`config.mk`:
```
export PLATFORM = sky130hd
export DESIGN_NAME = rename_record_queue_mw
export DESIGN_NICKNAME = d
export VERILOG_FILES = /design/src/rtl/rename_record_queue_mw.sv
export SDC_FILE = /design/constraint.sdc
export NUM_CORES = 1
export LEC_CHECK = 0
export BUFFER_PORTS_ARGS = -buffer_cell sky130_fd_sc_hd__buf_2
export CAP_MARGIN = 20
export CORE_AREA = 2 2 123 149
export CTS_BUF_LIST = sky130_fd_sc_hd__clkbuf_16
export DETAILED_ROUTE_END_ITERATION = 12
export DIE_AREA = 0 0 125 151
export PLACE_DENSITY_LB_ADDON = 0.3
export RECOVER_POWER = 50
export SYNTH_ARGS = -nofsm -noshare
export SYNTH_HDL_FRONTEND = slang
export SYNTH_SLANG_ARGS = --single-unit
```
`constraint.sdc`:
```
create_clock -name clk -period 6.47 [get_ports clk]
set_input_delay 0.3235 -clock clk [delete_from_list [all_inputs] [get_ports clk]]
set_output_delay 0.3235 -clock clk [all_outputs]
set_load 0.01 [all_outputs]
```
`src/rtl/rename_record_queue_mw.sv`:
```
// Multi-lane rename record queue: ENQ_W-wide enqueue, DEQ_W-wide show-ahead dequeue,
// one tail checkpoint for squash, plus flush. Define RRQ_ERR_CHECK_EN to add the err_sticky port.
module rename_record_queue_mw #(
    parameter int DATA_WIDTH  = 8,
    parameter int TABLE_DEPTH = 16,
    parameter int ENQ_W       = 2,
    parameter int DEQ_W       = 2
) (
    input  logic                              clk,
    input  logic                              reset,
    input  logic [ENQ_W-1:0]                  enq_valid,
    input  logic [ENQ_W*DATA_WIDTH-1:0]       enq_data,
    output logic                              enq_ready,
    output logic [DEQ_W-1:0]                  deq_valid,
    output logic [DEQ_W*DATA_WIDTH-1:0]       deq_data,
    input  logic [$clog2(DEQ_W+1)-1:0]        deq_pop,
    input  logic                              ckpt_save,
    input  logic                              ckpt_restore,
    input  logic                              flush,
    output logic [$clog2(TABLE_DEPTH+1)-1:0]  count,
    output logic                              table_full,
    output logic                              table_empty
`ifdef RRQ_ERR_CHECK_EN
    ,
    output logic                              err_sticky
`endif
);

    localparam int IW = $clog2(TABLE_DEPTH);
    localparam int PW = IW + 1;
    localparam int CW = $clog2(TABLE_DEPTH + 1);
    localparam int EW = $clog2(ENQ_W + 1);

    // Length of the run of ones starting at lane 0; lanes past the first zero are dropped.
    function automatic logic [EW-1:0] lead_ones(input logic [ENQ_W-1:0] v);
        logic [EW-1:0] n;
        logic          run;
        n   = '0;
        run = 1'b1;
        for (int i = 0; i < ENQ_W; i++) begin
            if (run && v[i]) begin
                n = n + EW'(1);
            end else begin
                run = 1'b0;
            end
        end
        return n;
    endfunction

    // True when the mask is a clean thermometer code from lane 0.
    function automatic logic is_thermo(input logic [ENQ_W-1:0] v, input logic [EW-1:0] n);
        logic [ENQ_W-1:0] m;
        for (int i = 0; i < ENQ_W; i++) begin
            m[i] = (EW'(i) < n);
        end
        return (m == v);
    endfunction

    logic [DATA_WIDTH-1:0] mem_r [TABLE_DEPTH];
    logic [PW-1:0]         head_r, tail_r, ckpt_r;
    logic                  ckpt_valid_r;
    logic [CW-1:0]         count_r;
    logic                  full_r, empty_r, ready_r;
    logic [DEQ_W-1:0]      deq_valid_r;
    logic                  err_r;

    logic [EW-1:0]         n_enq_s;
    logic [CW-1:0]         pop_ext_s, n_pop_s;
    logic [PW-1:0]         new_head_s, ckpt_dist_s;
    logic                  restore_s, enq_fire_s;
    logic [PW-1:0]         head_next_s, tail_next_s, ckpt_next_s;
    logic                  ckpt_valid_next_s;
    logic [CW-1:0]         count_next_s;
    logic [DEQ_W-1:0]      deq_valid_next_s;
    logic                  err_next_s;
    logic [PW-1:0]         wr_ptr_s [ENQ_W];
    logic [PW-1:0]         rd_ptr_s [DEQ_W];

    // Per-cycle decode of enqueue width, clamped pop and restore qualification.
    always_comb begin
        n_enq_s     = lead_ones(enq_valid);
        pop_ext_s   = CW'(deq_pop);
        if (pop_ext_s > count_r) begin
            n_pop_s = count_r;
        end else begin
            n_pop_s = pop_ext_s;
        end
        new_head_s  = head_r + PW'(n_pop_s);
        ckpt_dist_s = ckpt_r - new_head_s;
        restore_s   = ckpt_restore && ckpt_valid_r;
        enq_fire_s  = ready_r && (n_enq_s != '0) && !restore_s && !flush && !reset;
    end

    // Next pointer/checkpoint state; flush outranks restore, restore outranks enqueue/save.
    always_comb begin
        head_next_s       = head_r;
        tail_next_s       = tail_r;
        ckpt_next_s       = ckpt_r;
        ckpt_valid_next_s = ckpt_valid_r;
        if (flush) begin
            head_next_s       = '0;
            tail_next_s       = '0;
            ckpt_valid_next_s = 1'b0;
        end else begin
            head_next_s = new_head_s;
            if (restore_s) begin
                // A checkpoint already overtaken by retirement collapses to an empty queue.
                if (ckpt_dist_s <= PW'(TABLE_DEPTH)) begin
                    tail_next_s = ckpt_r;
                end else begin
                    tail_next_s = new_head_s;
                end
                ckpt_valid_next_s = 1'b0;
            end else begin
                if (enq_fire_s) begin
                    tail_next_s = tail_r + PW'(n_enq_s);
                end else begin
                    tail_next_s = tail_r;
                end
                if (ckpt_save) begin
                    ckpt_next_s       = tail_r;
                    ckpt_valid_next_s = 1'b1;
                end else begin
                    ckpt_next_s       = ckpt_r;
                    ckpt_valid_next_s = ckpt_valid_r;
                end
            end
        end
        count_next_s = CW'(tail_next_s - head_next_s);
        for (int i = 0; i < DEQ_W; i++) begin
            deq_valid_next_s[i] = (count_next_s > CW'(i));
        end
    end

    // Sticky protocol-violation detector.
    always_comb begin
        err_next_s = err_r;
        if (((enq_valid != '0) && !ready_r) || !is_thermo(enq_valid, n_enq_s) ||
            (pop_ext_s > count_r) || (ckpt_restore && !ckpt_valid_r)) begin
            err_next_s = 1'b1;
        end else begin
            err_next_s = err_r;
        end
    end

    // Pointer, checkpoint and registered status flags.
    always_ff @(posedge clk) begin
        if (reset) begin
            head_r       <= '0;
            tail_r       <= '0;
            ckpt_r       <= '0;
            ckpt_valid_r <= 1'b0;
            count_r      <= '0;
            full_r       <= 1'b0;
            empty_r      <= 1'b1;
            ready_r      <= 1'b1;
            deq_valid_r  <= '0;
            err_r        <= 1'b0;
        end else begin
            head_r       <= head_next_s;
            tail_r       <= tail_next_s;
            ckpt_r       <= ckpt_next_s;
            ckpt_valid_r <= ckpt_valid_next_s;
            count_r      <= count_next_s;
            full_r       <= (count_next_s == CW'(TABLE_DEPTH));
            empty_r      <= (count_next_s == '0);
            ready_r      <= (count_next_s <= CW'(TABLE_DEPTH - ENQ_W));
            deq_valid_r  <= deq_valid_next_s;
            err_r        <= err_next_s;
        end
    end

    // Lane read/write pointers; lanes wrap from DEPTH-1 to 0 through the index bits.
    always_comb begin
        for (int i = 0; i < ENQ_W; i++) begin
            wr_ptr_s[i] = tail_r + PW'(i);
        end
        for (int i = 0; i < DEQ_W; i++) begin
            rd_ptr_s[i] = head_r + PW'(i);
            deq_data[i*DATA_WIDTH +: DATA_WIDTH] = mem_r[rd_ptr_s[i][IW-1:0]];
        end
    end

    // Record storage; only lanes within the accepted run are written.
    always_ff @(posedge clk) begin
        if (enq_fire_s) begin
            for (int i = 0; i < ENQ_W; i++) begin
                if (EW'(i) < n_enq_s) begin
                    mem_r[wr_ptr_s[i][IW-1:0]] <= enq_data[i*DATA_WIDTH +: DATA_WIDTH];
                end
            end
        end
    end

    assign enq_ready   = ready_r;
    assign deq_valid   = deq_valid_r;
    assign count       = count_r;
    assign table_full  = full_r;
    assign table_empty = empty_r;
`ifdef RRQ_ERR_CHECK_EN
    assign err_sticky  = err_r;
`endif

endmodule

```
=== After elaboration in Yosys (flattened, before gate mapping) ===
Memories as Yosys holds them, arrays and structs flattened. A register that Yosys moved wholly into a read port is not among the register bits.
Cells that the tools add are included.

* Add/subtract/negate cells: 7
* $lt $le $gt $ge: 7
* Eq/ne operators: 1
* Mux-type cells: 16
* Bitwise logic cells: 2
* Reductions and logical operators: 13

{| class="wikitable"
|+ Operator list
! operator !! number
|-
| $mux 5 || 6
|-
| $gt 5x1->1 const B || 2
|-
| $sub 5x5->5 || 2
|-
| $add 4x1->4 const B || 2
|-
| $mux 1 || 8
|-
| $logic_and 1x1->1 || 6
|-
| $add 5x2->5 || 1
|-
| $add 5x5->5 || 1
|-
| $eq 5x5->1 const B || 1
|-
| $gt 2x5->1 || 1
|-
| $le 5x4->1 const B || 1
|-
| $le 5x5->1 const B || 1
|-
| $logic_not 5->1 || 1
|-
| $lt 1x2->1 const A || 2
|-
| $mux 4 || 1
|-
| $logic_not 1->1 || 3
|-
| $reduce_and 3->1 || 1
|-
| $reduce_or 3->1 || 1
|-
| $add 1x1->2 const B || 1
|-
| $mux 2 || 1
|-
| $not 1->1 || 2
|-
| $reduce_bool 2->1 || 1
|}

* Register bits after elaboration: 26
* Bits in writable memories: 128
* Input port bits: 25
* Output and inout bits: 26
* Word-level logic and storage cells: 56
* Memories kept: 1

{| class="wikitable"
|+ Memories
! memory !! words !! bits a word !! rd ports !! clocked after Yosys merged registers in !! write ports !! line !! source
|-
| mem_r || 16 || 8 || 2 || 1 || 2 || 59 || <nowiki>logic [DATA_WIDTH-1:0] mem_r [TABLE_DEPTH];</nowiki>
|}

=== Depth between registers and ports, before layout ===
* Depth in word-level cells: 13
* Gate-level depth with buffers: 26

=== Worst setup path before layout ===
Ideal clock, no wire load.

* Path type: register to register
* From: register count_r[1], in the netlist count[1]
* To: register full_r, in the netlist table_full
* Setup time: 0.115 ns
* Data arrival time: 5.320 ns
* Setup slack: 1.035 ns
* Cell stages (with the launch flop): 26
* Clock period less this slack: 5.435 ns
* Cells stage by stage: dfxtp_1 inv_1 ha_1 a2111oi_0 o21ai_0 mux2_2 ha_1 fa_1 xnor2_1 ha_1 a21oi_1 o21ai_1 xor2_1 o22ai_1 nor2_2 mux2i_1 a211o_1 ha_1 fa_1 nor2b_1 o21ai_0 nand2b_1 nor2_1 a22oi_1 nand4_1 and3_1

* Cells in the longest elaborated chain, start to end: 10

{| class="wikitable"
|+ RTL lines
! element !! line !! source
|-
| from (decl) || 62 || <nowiki>logic [CW-1:0] count_r;</nowiki>
|-
| from (signal assigned) || 164 || <nowiki>count_r <= count_next_s;</nowiki>
|-
| $gt 2x5->1 || n/a ||
|-
| $mux 5 (*) || 83 || <nowiki>if (pop_ext_s > count_r) begin</nowiki>
|-
| $add 5x5->5 (*) || 88 || <nowiki>new_head_s = head_r + PW'(n_pop_s);</nowiki>
|-
| $sub 5x5->5 || 89 || <nowiki>ckpt_dist_s = ckpt_r - new_head_s;</nowiki>
|-
| $le 5x5->1 || 108 || <nowiki>if (ckpt_dist_s <= PW'(TABLE_DEPTH)) begin</nowiki>
|-
| $mux 5 || 108 ||
|-
| $mux 5 || 106 || <nowiki>if (restore_s) begin</nowiki>
|-
| $mux 5 || 100 || <nowiki>if (flush) begin</nowiki>
|-
| $sub 5x5->5 (*) || 129 || <nowiki>count_next_s = CW'(tail_next_s - head_next_s);</nowiki>
|-
| $eq 5x5->1 (*) || 165 || <nowiki>full_r <= (count_next_s == CW'(TABLE_DEPTH));</nowiki>
|-
| to (signal assigned) || 165 ||
|-
| to (decl) || 63 || <nowiki>logic full_r, empty_r, ready_r;</nowiki>
|}

Mark *: on every way between the ends. The rest lies on a longest branch, timed or not.
A chain may end at the register's enable or synchronous reset.

=== Worst setup path in the final report ===
Ends and elaborated chain as after synthesis.

==> impl_metrics.toml <==
[timing]
drv_slew = 9
tns_ns = 0
fin_crit_ns = 6.08
rsz0062_at_grt = "false"
slew_headroom_pct = -22.0
hold_viol = 0
setup_slack_ns = 0.393
period_share_pct = 93.9
worst_pin_slew_ns = 1.82
fmax_mhz = 165
report.final.setup_viol = 0
skew_ns = 0.00900

[yosys]
netlist_area_um2 = 9410
yosys_warnings = 0
synth-seq-area-share_pct = 46.4
ys_ff_latch = 154
synth_edf_count = 128
synth_cells = 640
ys.flop_type = "edfxtp_1"
synth.distinct_cells = 63
postSynth.asyncResetShare_pct = 0
avgSynthCellArea_um2 = 14.7

[clocking]
cts_buffers = 17
cts-root-buf = "clkbuf_16"
clock_latency_ns = 0.43
postCtsSetupRepairBufs = 0
clock_sinks = 154
path_clk_slew_ns = 0.06
h-tree-depth = 4
tritoncts = "done"
clock_path_buffers = 2

[floorplanning]
fp-row-count = 53
dieHeight_um = 151
placeableCoreArea_um2 = 17400
die_w_um = 125
dieArea_um2 = 18900
pin_count = 51
initial_utilization_pct = 54.2

[layout]
final_core_util_pct = 59.6
fin_nets = 722
fin_area_um2 = 10300
n_fill_cell = 1369
instances_no_fill = 911
drive_above_1_share_pct = 43.6
syn_to_final_growth_pct = 9.94

[route]
wl_per_cell_um = 27.0
wl_um = 24600
drt_iter0_markers = 700
viasPerCell = 6.64
drcViolationCount = 0
antenna_left = 0
dr.pass1.iters = 6
vias = 6047

[place]
dpl-instance-area_um2 = 9830
place_ws_ns = 0.234
place_inst = 877
dp.final_hpwl_um = 16300
gp_congestion = 0.877
port-buffer-count = 50

[worst_hold_path]
min_path_type = "input pin to flip-flop"

[global_routing]
grt_pass1_wl_um = 37500
grt_usage_pct = 26.9
antenna_found_initial = 1
grt_max_degree = 38
grt_pass1_vias = 6298
grt.overflow.total = 0

[pwr]
cellLeakagePower_nw = 3.46
switching_share_pct = 27.2
vdd_ir_drop_max_mv = 0.185
clkPwrFrac_pct = 36.9
comb_power_share_pct = 23.0
powerDensity_nw_per_um2 = 273
p_switching_uw = 769
pwr-share-seq_pct = 40.0
internal-power_mw = 2.05

[setup_path]
crit_path_end_kind = "flip-flop"
cp-start-kind = "flip-flop"
critPathArrivalTime_ns = 6.40
worstSetupPathType = "flip-flop to flip-flop"
worstPathMaxFanout = 5
crit_required_ns = 6.80

[outcome]
status = "complete, but fails checks"
violations = "max-capacitance violations, max-slew violations"

[flow_run]
drv_cap = 1
## kinds of logic after synthesis
logic type / count (synthesis) / share of synthesized area [%]
adder cells (fa/ha/maj): 20 / 2.90
AND/OR/NAND/NOR: 133 / 8.08
other: 1 / 0.0398
XOR/XNOR: 14 / 1.45
AO/OA/AOI/OAI: 51 / 3.63
multiplexers: 211 / 34.9
flip-flops: 154 / 46.4
buffers and inverters: 56 / 2.67
## metrics by stage
step                      hold slack, ns  power (mW)
after CTS                          0.193        2.83
final                              0.211        2.82
after floorplan                    0.449        1.62
after global placement             0.474        1.78
after global routing               0.222        2.92
after detailed placement           0.482        1.80
## worst max-delay path, cell delays in order (launching register included)
cell and delay [ns]:
dfxtp_1 0.33, inv_1 0.05, ha_1 0.30, a2111oi_1 0.42
o21ai_0 0.24, mux2_2 0.34, ha_1 0.21, fa_1 0.43
xnor2_2 0.28, ha_1 0.33, a21oi_1 0.20, o21ai_1 0.14
xor2_1 0.17, o22ai_1 0.32, nor2_2 0.11, mux2i_1 0.15
a211o_1 0.31, ha_1 0.22, fa_1 0.41, nor2b_1 0.12
o21ai_0 0.07, nand2b_1 0.18, nor2_1 0.09, a22oi_1 0.20
nand4_1 0.15, and3_1 0.21
## synthesized netlist by cell type (10+ instances only)
cell type  number  area (um^2)
mux2_2        129         1450
edfxtp_1      128         3840
mux4_2         78         1760
nor2_1         36          135
clkbuf_1       29          109
nand2_1        27          101
dfxtp_1        26          521
ha_1           17          213
a21oi_1        13         65.1
buf_2          12         60.1
nand3_1        12         60.1
inv_1          10         37.5
## cells in the final DEF (no fill, tap or decap), types with 3 or more instances in the layout
master | synthesis | final
o22ai_1 | 5 | 5
mux4_2 | 78 | 78
nand2_1 | 27 | 29
ha_1 | 17 | 16
nor2_1 | 36 | 45
a21o_1 | 3 | 3
a211oi_1 | 4 | 4
and2_1 | 6 | 5
or3_1 | 3 | 3
or2_2 | 5 | 5
fa_1 | 3 | 3
nand3_1 | 12 | 14
dfxtp_1 | 26 | 24
edfxtp_1 | 128 | 128
xor2_1 | 7 | 7
inv_1 | 10 | 11
nor2b_1 | 6 | 6
nor2_2 | 5 | 3
clkbuf_1 | 29 | 14
mux2_2 | 129 | 127
clkinv_2 | 0 | 3
nor3_1 | 3 | 6
buf_4 | 1 | 9
clkbuf_16 | 0 | 22
xnor2_1 | 6 | 5
buf_2 | 12 | 40
a21oi_1 | 13 | 13
nand2b_1 | 5 | 5
o21ai_0 | 6 | 6
## flip-flops by register name (all words and copies together), names as in the netlist
register and cells:
mem_r 128, ckpt_r 5, count 5, head_r 5, tail_r 5, deq_valid 2
ckpt_valid_r 1, enq_ready 1, table_empty 1, table_full 1
## worst paths after layout
kind	start	endpoint	slack, ns	cells after the start
max	count[1]	table_full	0.39	25
min	ckpt_save	ckpt_r[2]	0.21	3
max reg2reg	count[1]	table_full	0.39	25
min reg2reg	ckpt_r[4]	ckpt_r[4]	0.49	2
## layout make-up
cell class | instances | area [um^2] | share of cell area [%]
diodes | 1 | 2.50 | 0.0242
clock inverters | 10 | 80.1 | 0.774
inverters | 10 | 37.5 | 0.363
well taps | 220 | 275 | 2.66
clock buffers | 22 | 551 | 5.32
flip-flops and latches | 154 | 4370 | 42.2
multi-input cells | 431 | 4710 | 45.5
repair buffers | 63 | 320 | 3.10
## power by group through the flow
stage | sequential [mW] | combinational (mW) | clock (mW)
finish | 1.13 | 0.650 | 1.04
global route | 1.13 | 0.698 | 1.09
CTS | 1.13 | 0.656 | 1.05
detailed placement | 1.15 | 0.651 | 0
global placement | 1.15 | 0.628 | 0
floorplan | 1.14 | 0.481 | 0
## metal layers
layer	wire, um	vias to the layer above	global-route usage (%)
met4	786	0	10.3
met1	9500	3109	34.0
met5	0	-	0
met2	12600	268	45.8
met3	1670	51	5.86
li1	-	2619	-
## timing repair
item	4_1_cts	5_1_grt
endpoints found under the setup margin	0	6
resized for setup	0	2
hold buffers	0	0
No activity file was read; power rests on OpenSTA's default activity.
